**config.mk**
```make
export PLATFORM = sky130hd
export DESIGN_NAME = mul_ctrl
export DESIGN_NICKNAME = d
export VERILOG_FILES = /design/src/rtl/mul_ctrl.sv
export SDC_FILE = /design/constraint.sdc
export NUM_CORES = 1
export LEC_CHECK = 0
export ABC_CLOCK_PERIOD_IN_PS = 3900
export BUFFER_PORTS_ARGS = -buffer_cell sky130_fd_sc_hd__buf_2
export CORE_MARGIN = 5
export CORE_UTILIZATION = 30
export DETAILED_ROUTE_END_ITERATION = 10
export HOLD_SLACK_MARGIN = 0.12
export PLACE_DENSITY = 0.55
export REMOVE_ABC_BUFFERS = 1
export SLEW_MARGIN = 20
export SYNTH_ARGS = -nofsm -noshare
export SYNTH_HDL_FRONTEND = slang
export SYNTH_SLANG_ARGS = --single-unit
```
**constraint.sdc**
```tcl
create_clock -name clk -period 3.9 [get_ports clk]
set_clock_uncertainty 0.1 [all_clocks]
set_input_delay 0.39 -clock clk [delete_from_list [all_inputs] [get_ports clk]]
set_output_delay 0.39 -clock clk [all_outputs]
set_load 0.02 [all_outputs]
```
**src/rtl/mul_ctrl.sv**
```systemverilog
// ---------------------------------------------------------------------------
// mul_ctrl
//
// Purpose:
//   Sequencing controller between an execute stage and a multicycle 64-bit
//   multiplier. It accepts one MUL/MULW op at a time, latches the operands,
//   issues a one-cycle start pulse, waits for the multiplier to finish,
//   formats the result (MULW sign-extends the low word) and holds it until
//   the consumer takes it. A pipeline flush squashes the in-flight op. When
//   the multiplier is in flight at flush time, its completion is drained so
//   it cannot leak into the next op. A wait counter aborts a stuck op and
//   pulses err.
//
// Configuration:
//   MUL_CTRL_ZERO_SKIP_EN (define) - an accepted op whose effective operand
//   is zero bypasses the multiplier and goes directly to HOLD with a zero
//   result. Undefined (default): every op goes through LAUNCH/WAIT.
//
// Parameters:
//   TIMEOUT_CYCLES  max cycles spent in WAIT/DRAIN before abort (70..255)
//
// Ports:
//   clk         in   rising-edge clock
//   reset       in   asynchronous reset, active low
//   req_valid   in   execute stage presents an op
//   req_word    in   0 = MUL (low 64 bits), 1 = MULW (sext low 32 bits)
//   req_a/b     in   64-bit operands
//   req_ready   out  op accepted this cycle when req_valid is also high
//   flush       in   pipeline squash
//   mul_valid   out  start pulse to the multiplier
//   mul_a/b     out  latched operands, stable until the next accept
//   mul_done    in   multiplier completion, mul_c valid while high
//   mul_c       in   multiplier low 64-bit product
//   resp_valid  out  result available (HOLD)
//   resp_data   out  formatted result
//   resp_ready  in   consumer takes the result
//   busy        out  controller is not IDLE
//   err         out  one-cycle pulse on timeout abort
// ---------------------------------------------------------------------------
module mul_ctrl #(
    parameter int unsigned TIMEOUT_CYCLES = 96
) (
    input  logic        clk,
    input  logic        reset,
    input  logic        req_valid,
    input  logic        req_word,
    input  logic [63:0] req_a,
    input  logic [63:0] req_b,
    output logic        req_ready,
    input  logic        flush,
    output logic        mul_valid,
    output logic [63:0] mul_a,
    output logic [63:0] mul_b,
    input  logic        mul_done,
    input  logic [63:0] mul_c,
    output logic        resp_valid,
    output logic [63:0] resp_data,
    input  logic        resp_ready,
    output logic        busy,
    output logic        err
);

    typedef enum logic [2:0] {
        S_IDLE   = 3'd0,
        S_LAUNCH = 3'd1,
        S_WAIT   = 3'd2,
        S_HOLD   = 3'd3,
        S_DRAIN  = 3'd4
    } state_t;

    // The counter holds the number of cycles already spent in WAIT/DRAIN.
    // Timeout fires in the cycle where that count reaches TIMEOUT_CYCLES-1.
    // The abort therefore lands exactly TIMEOUT_CYCLES cycles after WAIT
    // entry.
    localparam logic [7:0] TIMEOUT_LAST = 8'(TIMEOUT_CYCLES - 1);

    state_t      state_q, state_d;
    logic [7:0]  cnt_q,   cnt_d;
    logic [63:0] a_q,     a_d;
    logic [63:0] b_q,     b_d;
    logic        word_q,  word_d;
    logic [63:0] res_q,   res_d;
    logic        err_q,   err_d;

    logic        idle;
    logic        accept;
    logic        timeout;
    logic        zero_op;

    // MULW keeps only the low word of the product and sign-extends it.
    function automatic logic [63:0] fmt_result(input logic        word,
                                               input logic [63:0] c);
        logic signed [31:0] lo;
        lo = c[31:0];
        if (word) begin
            return {{32{lo[31]}}, lo};
        end
        return c;
    endfunction

`ifdef MUL_CTRL_ZERO_SKIP_EN
    // For MULW only the low 32 bits of each operand affect the result.
    function automatic logic is_zero_op(input logic        word,
                                        input logic [63:0] a,
                                        input logic [63:0] b);
        if (word) begin
            return (a[31:0] == 32'd0) || (b[31:0] == 32'd0);
        end
        return (a == 64'd0) || (b == 64'd0);
    endfunction
`endif

    // Accept decision uses the ungated ready term. Reset already forces
    // the state register, so it is kept out of the flop data paths.
    assign idle    = (state_q == S_IDLE);
    assign accept  = req_valid && idle && !flush;
    assign timeout = (cnt_q >= TIMEOUT_LAST);

`ifdef MUL_CTRL_ZERO_SKIP_EN
    assign zero_op = is_zero_op(req_word, req_a, req_b);
`else
    assign zero_op = 1'b0;
`endif

    // ------------------------------------------------------------------
    // State register (all state cleared asynchronously)
    // ------------------------------------------------------------------
    always_ff @(posedge clk or negedge reset) begin
        if (!reset) begin
            state_q <= S_IDLE;
            cnt_q   <= 8'd0;
            a_q     <= 64'd0;
            b_q     <= 64'd0;
            word_q  <= 1'b0;
            res_q   <= 64'd0;
            err_q   <= 1'b0;
        end else begin
            state_q <= state_d;
            cnt_q   <= cnt_d;
            a_q     <= a_d;
            b_q     <= b_d;
            word_q  <= word_d;
            res_q   <= res_d;
            err_q   <= err_d;
        end
    end

    // ------------------------------------------------------------------
    // Next-state logic
    // ------------------------------------------------------------------
    always_comb begin
        state_d = state_q;
        err_d   = 1'b0;
        case (state_q)
            S_IDLE: begin
                if (accept) begin
                    state_d = zero_op ? S_HOLD : S_LAUNCH;
                end
            end
            S_LAUNCH: begin
                state_d = flush ? S_IDLE : S_WAIT;
            end
            S_WAIT: begin
                // Completion wins over timeout. Completion together with
                // flush leaves nothing in flight, so no drain is needed.
                if (mul_done) begin
                    state_d = flush ? S_IDLE : S_HOLD;
                end else if (timeout) begin
                    state_d = S_IDLE;
                    err_d   = 1'b1;
                end else if (flush) begin
                    state_d = S_DRAIN;
                end
            end
            S_HOLD: begin
                if (flush || resp_ready) begin
                    state_d = S_IDLE;
                end
            end
            S_DRAIN: begin
                // The squashed op's completion is swallowed here.
                if (mul_done) begin
                    state_d = S_IDLE;
                end else if (timeout) begin
                    state_d = S_IDLE;
                    err_d   = 1'b1;
                end
            end
            default: begin
                state_d = S_IDLE;
            end
        endcase
    end

    // ------------------------------------------------------------------
    // Datapath register updates, steered by the state transition
    // ------------------------------------------------------------------
    always_comb begin
        a_d    = a_q;
        b_d    = b_q;
        word_d = word_q;
        res_d  = res_q;
        cnt_d  = cnt_q;

        if (accept) begin
            a_d    = req_a;
            b_d    = req_b;
            word_d = req_word;
        end

        case (state_q)
            S_IDLE: begin
                // A bypassed op lands in HOLD with a zero result.
                if (accept && zero_op) begin
                    res_d = 64'd0;
                end
            end
            S_LAUNCH: begin
                cnt_d = 8'd0;
            end
            S_WAIT: begin
                cnt_d = cnt_q + 8'd1;
                if (mul_done && !flush) begin
                    res_d = fmt_result(word_q, mul_c);
                end
            end
            S_DRAIN: begin
                cnt_d = cnt_q + 8'd1;
            end
            default: begin
            end
        endcase
    end

    // ------------------------------------------------------------------
    // Outputs
    // ------------------------------------------------------------------
    always_comb begin
        // Gated by reset so every output reads zero while reset is held.
        req_ready  = idle && !flush && reset;
        mul_valid  = (state_q == S_LAUNCH) && !flush;
        resp_valid = (state_q == S_HOLD);
        busy       = !idle;
        mul_a      = a_q;
        mul_b      = b_q;
        resp_data  = res_q;
        err        = err_q;
    end

endmodule

```
==> summary.txt, run 1 <==
Status -> finished clean
Pwr Density -> 706.2 mW/mm^2
Slew @ Worst Pin -> 0.9718 ns
Post-synthesis sequential area ratio -> 61.99%
Design Power -> 9.185 mW
Crit path max fanout -> 24
Area of the mapped netlist -> 0.008275 sq mm
Diode count -> 0
Layout area overhead -> 57.17%
GR peak layer -> met2
Most common cell after layout, fill and taps aside -> buf_2
Final slew viol count -> 0
Final Util -> 48.13%
Leak pwr -> 6.410 nW
Worst r2r src -> state_q[0]$_DFFE_PN0P_
Clock Tree Buf Depth -> 3
Gr ovfl total -> 0
Worst Path Arrival -> 2.25 ns
FILL cells -> 2454
Combinational Power Share -> 36.6%
TritonCTS clock tree -> done
Die W -> 176.1 um
Total GRT Usage -> 15.32%
Starting Density -> 30.62%
Min-delay worst type -> primary input to flip-flop
Clk Latency, worst-skew pair -> 0.50 ns
# setup viols final -> 0
Met2 Usage GRT -> 27.91%
Cell count after synthesis -> 561
Site Rows -> 60
Asr flop ratio synth -> 100.0%
Nets -> 1318
H-tree depth -> 1
First-pass GRT wire length -> 38.68 mm
Sw Share -> 36.93%
Final worst slack -> 1.164 ns
P_int -> 5.793 mW
Net Switching -> 3.392 mW
Routability congestion estimate -> 0.7665
Met3 Usage GRT -> 3.619%
Core area -> 0.02703 sq mm
Headroom to the max-slew limit -> 35.22%
CP startpoint kind -> flip-flop
CP startpoint -> state_q[0]$_DFFE_PN0P_
Sink Count -> 205
Initial drt markers -> 301
Worst EP required -> 3.41 ns
Syn avg cell area -> 14.75 sq um
R2R setup slack -> 1.40 ns
Worst Reg2Reg Path Length in Cells -> 4
FF+latch count, synth -> 205
Routed WL per cell -> 16.73 um
Sequential Area -> 0.005130 sq mm
Share of layout cells above drive strength 1 -> 41.55%
Via count -> 6547
Critical path class -> flip-flop to output pin
Antenna-violating nets left -> 0
First-pass iteration count of the detailed router -> 4
Largest net degree at the start of global routing -> 122
Initial antenna violation count -> 0
DRC viols -> 0
Worst R2R End -> mul_b[42]$_DFFE_PN0P_
Clock share of power -> 25.5%
Chip height -> 176.1 um
Fin crit share -> 70.16%
Fin. Hold Viols -> 0
I/O Pins -> 396
Critical path endpoint category -> output pin
# port buffers -> 395
Crit path capture -> mul_valid
Post-CTS sizing -> 0
Flop pwr share -> 37.9%
DP HPWL -> 16.54 mm
Post-CTS setup buffer count -> 0
Max Freq -> 0.3655 GHz
DR vias/cell -> 4.433
Final Instance Area -> 0.01301 sq mm
Num CTS Buffers -> 24
Placed Instance Area -> 0.01051 sq mm
MaxCap Viol Count -> 0
Commonest non-fill, non-tap cells in the layout -> buf_2 (394), dfrtp_1 (205), mux2_1 (170)
Fin crit period -> 2.736 ns
Maximum VDD drop -> 0.0004006 V
Routing usage on met1 -> 17.64%
Detailed Route WL -> 24.71 mm
Multi-input gate area -> 0.002773 sq mm
CTS clk-pin slew, worst paths -> 0.06 ns
Unique masters post-synth -> 42
Unrepaired setup endpoints after global routing -> no
Root Buffer -> clkbuf_16
Vias in the first global route -> 7140
Warnings from Yosys -> 0
Worst Hold Slack -> 0.1702 ns
Dominant synthesized flop cell -> dfrtp_1
Post-Place Setup Slack -> 1.375 ns
Post-synth EDFFs -> 0
DIE AREA -> 0.03101 sq mm
-- critical path, cell delays in order, from the launching register on --
cell,delay (ns)
dfrtp_1,0.79
or3b_2,0.64
nor2_1,0.14
buf_2,0.18
-- Yosys cell counts (2+ instances only) --
cell type	instances	share of area [%]
nand2b_1	3	0.23
buf_2	4	0.24
a21oi_1	4	0.24
dfrtp_1	205	62
or4_1	2	0.18
nor4_1	2	0.15
o211ai_1	4	0.36
mux2_2	23	3.1
inv_1	34	1.5
a211oi_1	4	0.36
clkbuf_1	10	0.45
buf_4	8	0.73
or2_2	2	0.15
nand3_1	5	0.30
o21ai_0	36	2.2
mux2_1	170	23
nand2_1	8	0.36
mux2i_1	2	0.24
buf_6	12	1.6
-- through the flow --
stage	setup TNS (ns)	cells
2_1_floorplan	-59.03	527
3_3_place_gp	0	1268
3_5_place_dp	0	1268
4_1_cts	0	1477
5_1_grt	0	1477
6_report	0	1477
-- how the worst min path moves through the flow --
stage / to / startpoint / slack, ns / cells after the start
floorplan: cnt_q[0]$_DFFE_PN0P_ / reset / -0.006 / 0
global placement: mul_b[12]$_DFFE_PN0P_ / mul_b[12]$_DFFE_PN0P_ / 0.37 / 1
detailed placement: mul_b[30]$_DFFE_PN0P_ / mul_b[30]$_DFFE_PN0P_ / 0.38 / 1
CTS: resp_data[46]$_DFFE_PN0P_ / mul_c[46] / 0.14 / 4
global route: resp_data[51]$_DFFE_PN0P_ / mul_c[51] / 0.18 / 4
finish: resp_data[34]$_DFFE_PN0P_ / mul_c[34] / 0.17 / 4
-- logic make-up after synthesis --
kind of cell	after synthesis	share of synthesized area (%)
muxes	195	26.50
adders and majority gates	1	0.1512
xor gates and xnor gates	1	0.1059
DFF	205	61.99
and+or+nand+nor	37	2.858
buffers and inverters	68	4.596
AOI/OAI and AO/OA	54	3.795
-- state kept, by name, indices dropped and copies added (netlist names) --
name,count
err,1
mul_b,64
word_q,1
mul_a,64
state_q,3
cnt_q,8
resp_data,64
-- layer usage --
metal / wire length, um / part of all wire, % / up-vias
met5: 0 / 0 / -
met1: 9330 / 38 / 3179
met2: 12670 / 51 / 247
li1: - / - / 3072
met3: 1824 / 7.4 / 49
met4: 884 / 3.6 / 0
-- layout make-up --
cell class              count  area share, %
repair buffers            565          28.45
inverters                  34         0.9812
flip-flops and latches    205          39.44
well taps                 341          3.280
clock buffers              36          5.820
clock inverters             8         0.7119
multi-input cells         288          21.32
-- what timing repair did --
action,in CTS,in global routing
endpoints found under the setup margin,0,0
endpoints found under the hold margin,249,0
hold buffers,165,0
-- power groups by stage --
| stage | sequential, mW | clock [mW] | combinational [mW] |
|---|---|---|---|
| after floorplan | 4.56 | 0 | 0.822 |
| after detailed placement | 3.51 | 0 | 3.27 |
| after CTS | 3.48 | 2.44 | 3.41 |
| after global placement | 3.48 | 0 | 3.24 |
| final | 3.48 | 2.35 | 3.36 |
| after global routing | 3.60 | 2.52 | 3.60 |
(Power assumes the default switching activity.)
==> run 2, diff against run 1 <==
ABC_CLOCK_PERIOD_IN_PS = 2200   (was 3900)
PLACE_DENSITY = 0.57   (was 0.55)
clock period = 2.2 ns   (was 3.9 ns; I/O delays follow)
==> run 2 against run 1 <==
Global-route usage is 0.59 points higher; sequential share of layout area is 1.1 points lower; total power is 76% higher; hold slack worse by 0.029 ns; largest power group is now combinational logic.
==> summary.txt, run 2 (synthesis results as in run 1) <==
Slew @ Worst Pin -> 0.7644 ns
MaxCap Viol Count -> 0
Site Rows -> 60
Initial drt markers -> 190
Fin. Hold Viols -> 0
Worst EP required -> 1.88 ns
Detailed Route WL -> 25.99 mm
# setup viols final -> 0
Worst Hold Slack -> 0.1417 ns
Min-delay worst type -> primary input to asynchronous set/reset pin
Via count -> 6841
Starting Density -> 30.62%
Total GRT Usage -> 15.91%
Vias in the first global route -> 7526
Critical path endpoint category -> output pin
Root Buffer -> clkbuf_16
Worst path cell trace -> or2_2, nor4b_2, buf_2
First-pass GRT wire length -> 40.33 mm
H-tree depth -> 1
Sink Count -> 205
Worst Reg2Reg Path Length in Cells -> 4
Clock Tree Buf Depth -> 3
Crit path max-delay family -> simple AND/OR/NAND/NOR gates
Max Freq -> 0.4785 GHz
Pwr Density -> 1209 mW/mm^2
Fin crit period -> 2.090 ns
Post-Place Setup Slack -> 0.4324 ns
Design Power -> 16.16 mW
Initial antenna violation count -> 0
Critical Path Stages -> 3
DP HPWL -> 17.39 mm
# port buffers -> 395
Routed WL per cell -> 17.16 um
Share of layout cells above drive strength 1 -> 40.44%
Status -> finished clean
Antenna-violating nets left -> 0
Num CTS Buffers -> 24
DIE AREA -> 0.03101 sq mm
Leak pwr -> 6.566 nW
Final slew viol count -> 0
Fin crit share -> 94.99%
TritonCTS clock tree -> done
CP max stage cell -> dfrtp_2
DR vias/cell -> 4.518
Chip height -> 176.1 um
Core area -> 0.02703 sq mm
CP startpoint kind -> flip-flop
Worst Path Arrival -> 1.77 ns
CTS clk-pin slew, worst paths -> 0.06 ns
Headroom to the max-slew limit -> 49.04%
Largest net degree at the start of global routing -> 131
Final worst slack -> 0.1103 ns
I/O Pins -> 396
Largest stage delay, worst path -> 0.46 ns
Bufs and invs on worst path -> 1
Routability congestion estimate -> 0.7482
Crit path max fanout -> 8
Unrepaired setup endpoints after global routing -> no
Layout area overhead -> 61.60%
Maximum VDD drop -> 0.0005607 V
Commonest non-fill, non-tap cells in the layout -> buf_2 (394), dfrtp_1 (204), dlygate4sd3_1 (198)
Die W -> 176.1 um
Nets -> 1359
First-pass iteration count of the detailed router -> 4
Most common cell after layout, fill and taps aside -> buf_2
Critical path class -> flip-flop to output pin
Clk Latency, worst-skew pair -> 0.50 ns
DRC viols -> 0
Gr ovfl total -> 0
-- run 2: changes by cell type in the layout (fill, tap and decap cells not counted), moves of 2 or more --
cell,delta
buf_12,+3
buf_4,+5
clkbuf_1,+3
clkbuf_8,-2
clkinv_2,-4
dlygate4sd3_1,+33
-- run 2: layer usage --
layer,wire (um),global-route usage [%],share of wire (%),vias to the layer above
li1,-,-,-,3153
met1,9526,17.71,37,3315
met2,13180,28.79,51,296
met3,2185,4.283,8.4,77
met4,1094,6.400,4.2,0
met5,0,0,0,-
-- run 2: final timing paths --
kind / start / endpoint / slack (ns)
setup / recovery: state_q[2]$_DFFE_PN0P_ / req_ready / 0.11
hold / removal: reset / cnt_q[5]$_DFFE_PN0P_ / 0.14
setup reg to reg: state_q[1]$_DFFE_PN0P_ / state_q[0]$_DFFE_PN0P_ / 0.40
hold reg to reg: mul_b[15]$_DFFE_PN0P_ / mul_b[15]$_DFFE_PN0P_ / 0.38
max in group asynchronous: reset / mul_a[20]$_DFFE_PN0P_ / 0.87
min in group clk: req_valid / mul_b[56]$_DFFE_PN0P_ / 0.27
-- run 2: final cells by class --
type | count | area [sq um]
Antenna cell | 1 | 2.502
Clock buffer | 37 | 740.7
Clock inverter | 2 | 35.03
Fill cell | 2338 | 13650
Inverter | 34 | 127.6
Multi-Input combinational cell | 288 | 2781
Sequential cell | 205 | 5131
Tap cell | 341 | 426.7
Timing Repair Buffer | 606 | 4128
-- run 2: power breakdown --
part | internal [mW] | leakage, nW | total, mW | switching [mW]
sequential | 5.33 | 2.46 | 6.13 | 0.800
combinational | 2.44 | 3.72 | 6.18 | 3.75
clock | 2.40 | 0.382 | 3.85 | 1.45
-- run 2: stage by stage --
stage          setup TNS (ns)  cell area (sq um)  util (%)  std cells
2_1_floorplan         -303.89               8023         -        527
3_3_place_gp                0              10600     39.23       1276
3_5_place_dp                0              10600     39.23       1276
4_1_cts                     0              13360     49.45       1513
5_1_grt                     0              13370     49.47       1513
6_report                    0              13370     49.48       1514
-- run 2: timing repair --
action	4_1_cts	5_1_grt
buffers inserted	0	0
hold endpoints to repair	402	0
endpoints found under the setup margin	2	1
hold buffers	198	0
resized for setup	2	1
==> run 3, diff against run 2 <==
ABC_AREA = 1   (was unset)
==> run 3 against run 2 <==
Synthesized cell count up 64%; final area up 1.0%; cell count up 26%; combinational power up 20%; sequential cell count unchanged; first-iteration DRC count up 83%; register-to-register slack about the same; largest power group unchanged; total power up 11%; critical path depth up 1; core utilization down 0.45 points; wire length up 2.3%; die area up 0.50%.
==> summary.txt, run 3 <==
FILL cells -> 2575
Max Freq -> 0.5123 GHz
Syn avg cell area -> 9.023 sq um
Fin crit period -> 1.952 ns
Routed WL per cell -> 13.90 um
Final slew viol count -> 0
Headroom to the max-slew limit -> 54.43%
First-pass iteration count of the detailed router -> 5
Layout area overhead -> 62.40%
Post-CTS sizing -> 0
Vias in the first global route -> 8525
Critical path class -> flip-flop to output pin
Crit path max fanout -> 8
Flop pwr share -> 36.1%
Share of layout cells above drive strength 1 -> 29.83%
Antenna-violating nets left -> 0
Largest net degree at the start of global routing -> 115
Worst Reg2Reg Path Length in Cells -> 6
Pwr Density -> 1328 mW/mm^2
Worst Hold Slack -> 0.2496 ns
CP max stage cell -> dfrtp_1
CP startpoint kind -> flip-flop
Dominant synthesized flop cell -> dfrtp_1
Post-synth top cells -> nand2_1 (284), dfrtp_1 (205), inv_1 (144)
Unique masters post-synth -> 26
Worst path cell trace -> inv_1, nand3_1, nor2_1, buf_2
MaxCap Viol Count -> 0
Nets -> 1715
Most common cell after layout, fill and taps aside -> buf_2
Min-delay worst type -> primary input to asynchronous set/reset pin
Sink Count -> 205
Worst EP required -> 1.88 ns
Fin crit share -> 88.73%
DR vias/cell -> 4.254
Cell count after synthesis -> 922
DIE AREA -> 0.03116 sq mm
Status -> finished clean
# setup viols final -> 0
Via count -> 8134
Most frequent cell after synthesis -> nand2_1
Die W -> 176.5 um
Root Buffer -> clkbuf_16
Largest stage delay, worst path -> 0.42 ns
Combinational Power Share -> 41.2%
CTS clk-pin slew, worst paths -> 0.06 ns
Maximum VDD drop -> 0.0007442 V
Largest cells by area after synthesis -> dfrtp_1 (62%), nand2_1 (13%), o21ai_0 (7.7%), inv_1 (6.5%), a31oi_1 (2.5%)
Commonest non-fill, non-tap cells in the layout -> buf_2 (394), nand2_1 (284), dfrtp_1 (205)
Fin. Hold Viols -> 0
Layout Cells excl Fill -> 1912
DRC viols -> 0
Initial drt markers -> 348
Detailed Route WL -> 26.58 mm
Critical path endpoint category -> output pin
Final Instance Area -> 0.01351 sq mm
Worst Path Arrival -> 1.63 ns
TritonCTS clock tree -> done
Net Switching -> 7.289 mW
Routability congestion estimate -> 0.7932
I/O Pins -> 396
Sw Share -> 40.64%
Total negative slack -> 0 ns
Starting Density -> 30.19%
Core area -> 0.02755 sq mm
H-tree depth -> 1
Area of the mapped netlist -> 0.008319 sq mm
Chip height -> 176.5 um
Synth area leader -> dfrtp_1
First-pass GRT wire length -> 42.35 mm
Total GRT Usage -> 16.38%
Clk Latency, worst-skew pair -> 0.50 ns
CTS Hold Bufs -> 199
Clock share of power -> 22.7%
Site Rows -> 61
Num CTS Buffers -> 24
Post-CTS setup buffer count -> 0
Warnings from Yosys -> 0
Gr ovfl total -> 0
# port buffers -> 395
FF+latch count, synth -> 205
DP HPWL -> 17.68 mm
Placed Instance Area -> 0.01070 sq mm
Placed insts -> 1668
Initial antenna violation count -> 1
Top-area cell type share of the netlist area -> 61.66%
Slew @ Worst Pin -> 0.6836 ns
Post-synthesis sequential area ratio -> 61.66%
Leak pwr -> 7.018 nW
Post-synth EDFFs -> 0
Unrepaired setup endpoints after global routing -> no
Clock Tree Buf Depth -> 3
Asr flop ratio synth -> 100.0%
P_int -> 10.65 mW
==> run 3: cell count changes in the layout (fill, tap and decap cells not counted), sizes merged, moves of 33 or more <==
cell	change
nand2	+277
mux2	-193
inv	+111
o21ai	+99
nor2	+44
a31oi	+33
==> run 3: power groups by stage <==
stage,clock [mW],sequential [mW],combinational [mW]
finish,4.07,6.47,7.39
global route,4.36,6.72,8.10
CTS,4.23,6.46,7.43
detailed placement,0,6.47,7.15
global placement,0,6.45,7.07
floorplan,0,8.62,2.08
==> run 3: worst max-delay path, delay by kind of cell (launching register included) <==
kind | cells | cell delay, ns
buffers and inverters | 2 | 0.29
AND/OR/NAND/NOR | 2 | 0.42
flip-flops | 1 | 0.42
==> run 3: stage by stage <==
step / total power, mW / util (%) / worst slack, ns
2_1_floorplan: 10.70 / - / -3.107
3_3_place_gp: 13.52 / 38.83 / 0.4276
3_5_place_dp: 13.62 / 38.83 / 0.3759
4_1_cts: 18.12 / 49.02 / 0.2112
5_1_grt: 19.18 / 49.03 / 0.1098
6_report: 17.94 / 49.04 / 0.2480
==> run 3: layout make-up <==
type / count / area, sq um / area share [%]
flip-flops and latches: 205 / 5130 / 37.97
repair buffers: 614 / 4240 / 31.39
multi-input cells: 525 / 2302 / 17.04
clock buffers: 37 / 710.7 / 5.260
inverters: 145 / 544.3 / 4.029
well taps: 378 / 473.0 / 3.501
clock inverters: 6 / 105.1 / 0.7779
diodes: 2 / 5.005 / 0.03704
==> run 3: final timing paths <==
kind | start | slack, ns | end
worst max-delay path | state_q[1]$_DFFE_PN0P_ | 0.25 | mul_valid
worst min-delay path | reset | 0.25 | mul_a[58]$_DFFE_PN0P_
worst max register to register | state_q[2]$_DFFE_PN0P_ | 0.39 | mul_a[39]$_DFFE_PN0P_
worst min register to register | resp_data[10]$_DFFE_PN0P_ | 0.37 | resp_data[10]$_DFFE_PN0P_
max in group asynchronous | reset | 1.17 | mul_b[8]$_DFFE_PN0P_
min in group clk | mul_c[27] | 0.35 | resp_data[27]$_DFFE_PN0P_
==> run 3: kinds of logic after synthesis <==
| kind of cell | after synthesis | share of synthesized area (%) |
|---|---|---|
| buffers and inverters | 192 | 10.66 |
| and+or+nand+nor | 351 | 16.62 |
| DFF | 205 | 61.66 |
| adders and majority gates | 1 | 0.1504 |
| AOI/OAI and AO/OA | 173 | 10.90 |
==> run 3: metal layers <==
| metal | up-vias | share of wire (%) | wire, um | track usage, % |
|---|---|---|---|---|
| met1 | 3732 | 40 | 10510 | 19.43 |
| met4 | 0 | 3.4 | 914 | 5.803 |
| met2 | 309 | 49 | 13030 | 28.61 |
| li1 | 4032 | - | - | - |
| met3 | 61 | 8.0 | 2124 | 4.433 |
| met5 | - | 0 | 0 | 0 |
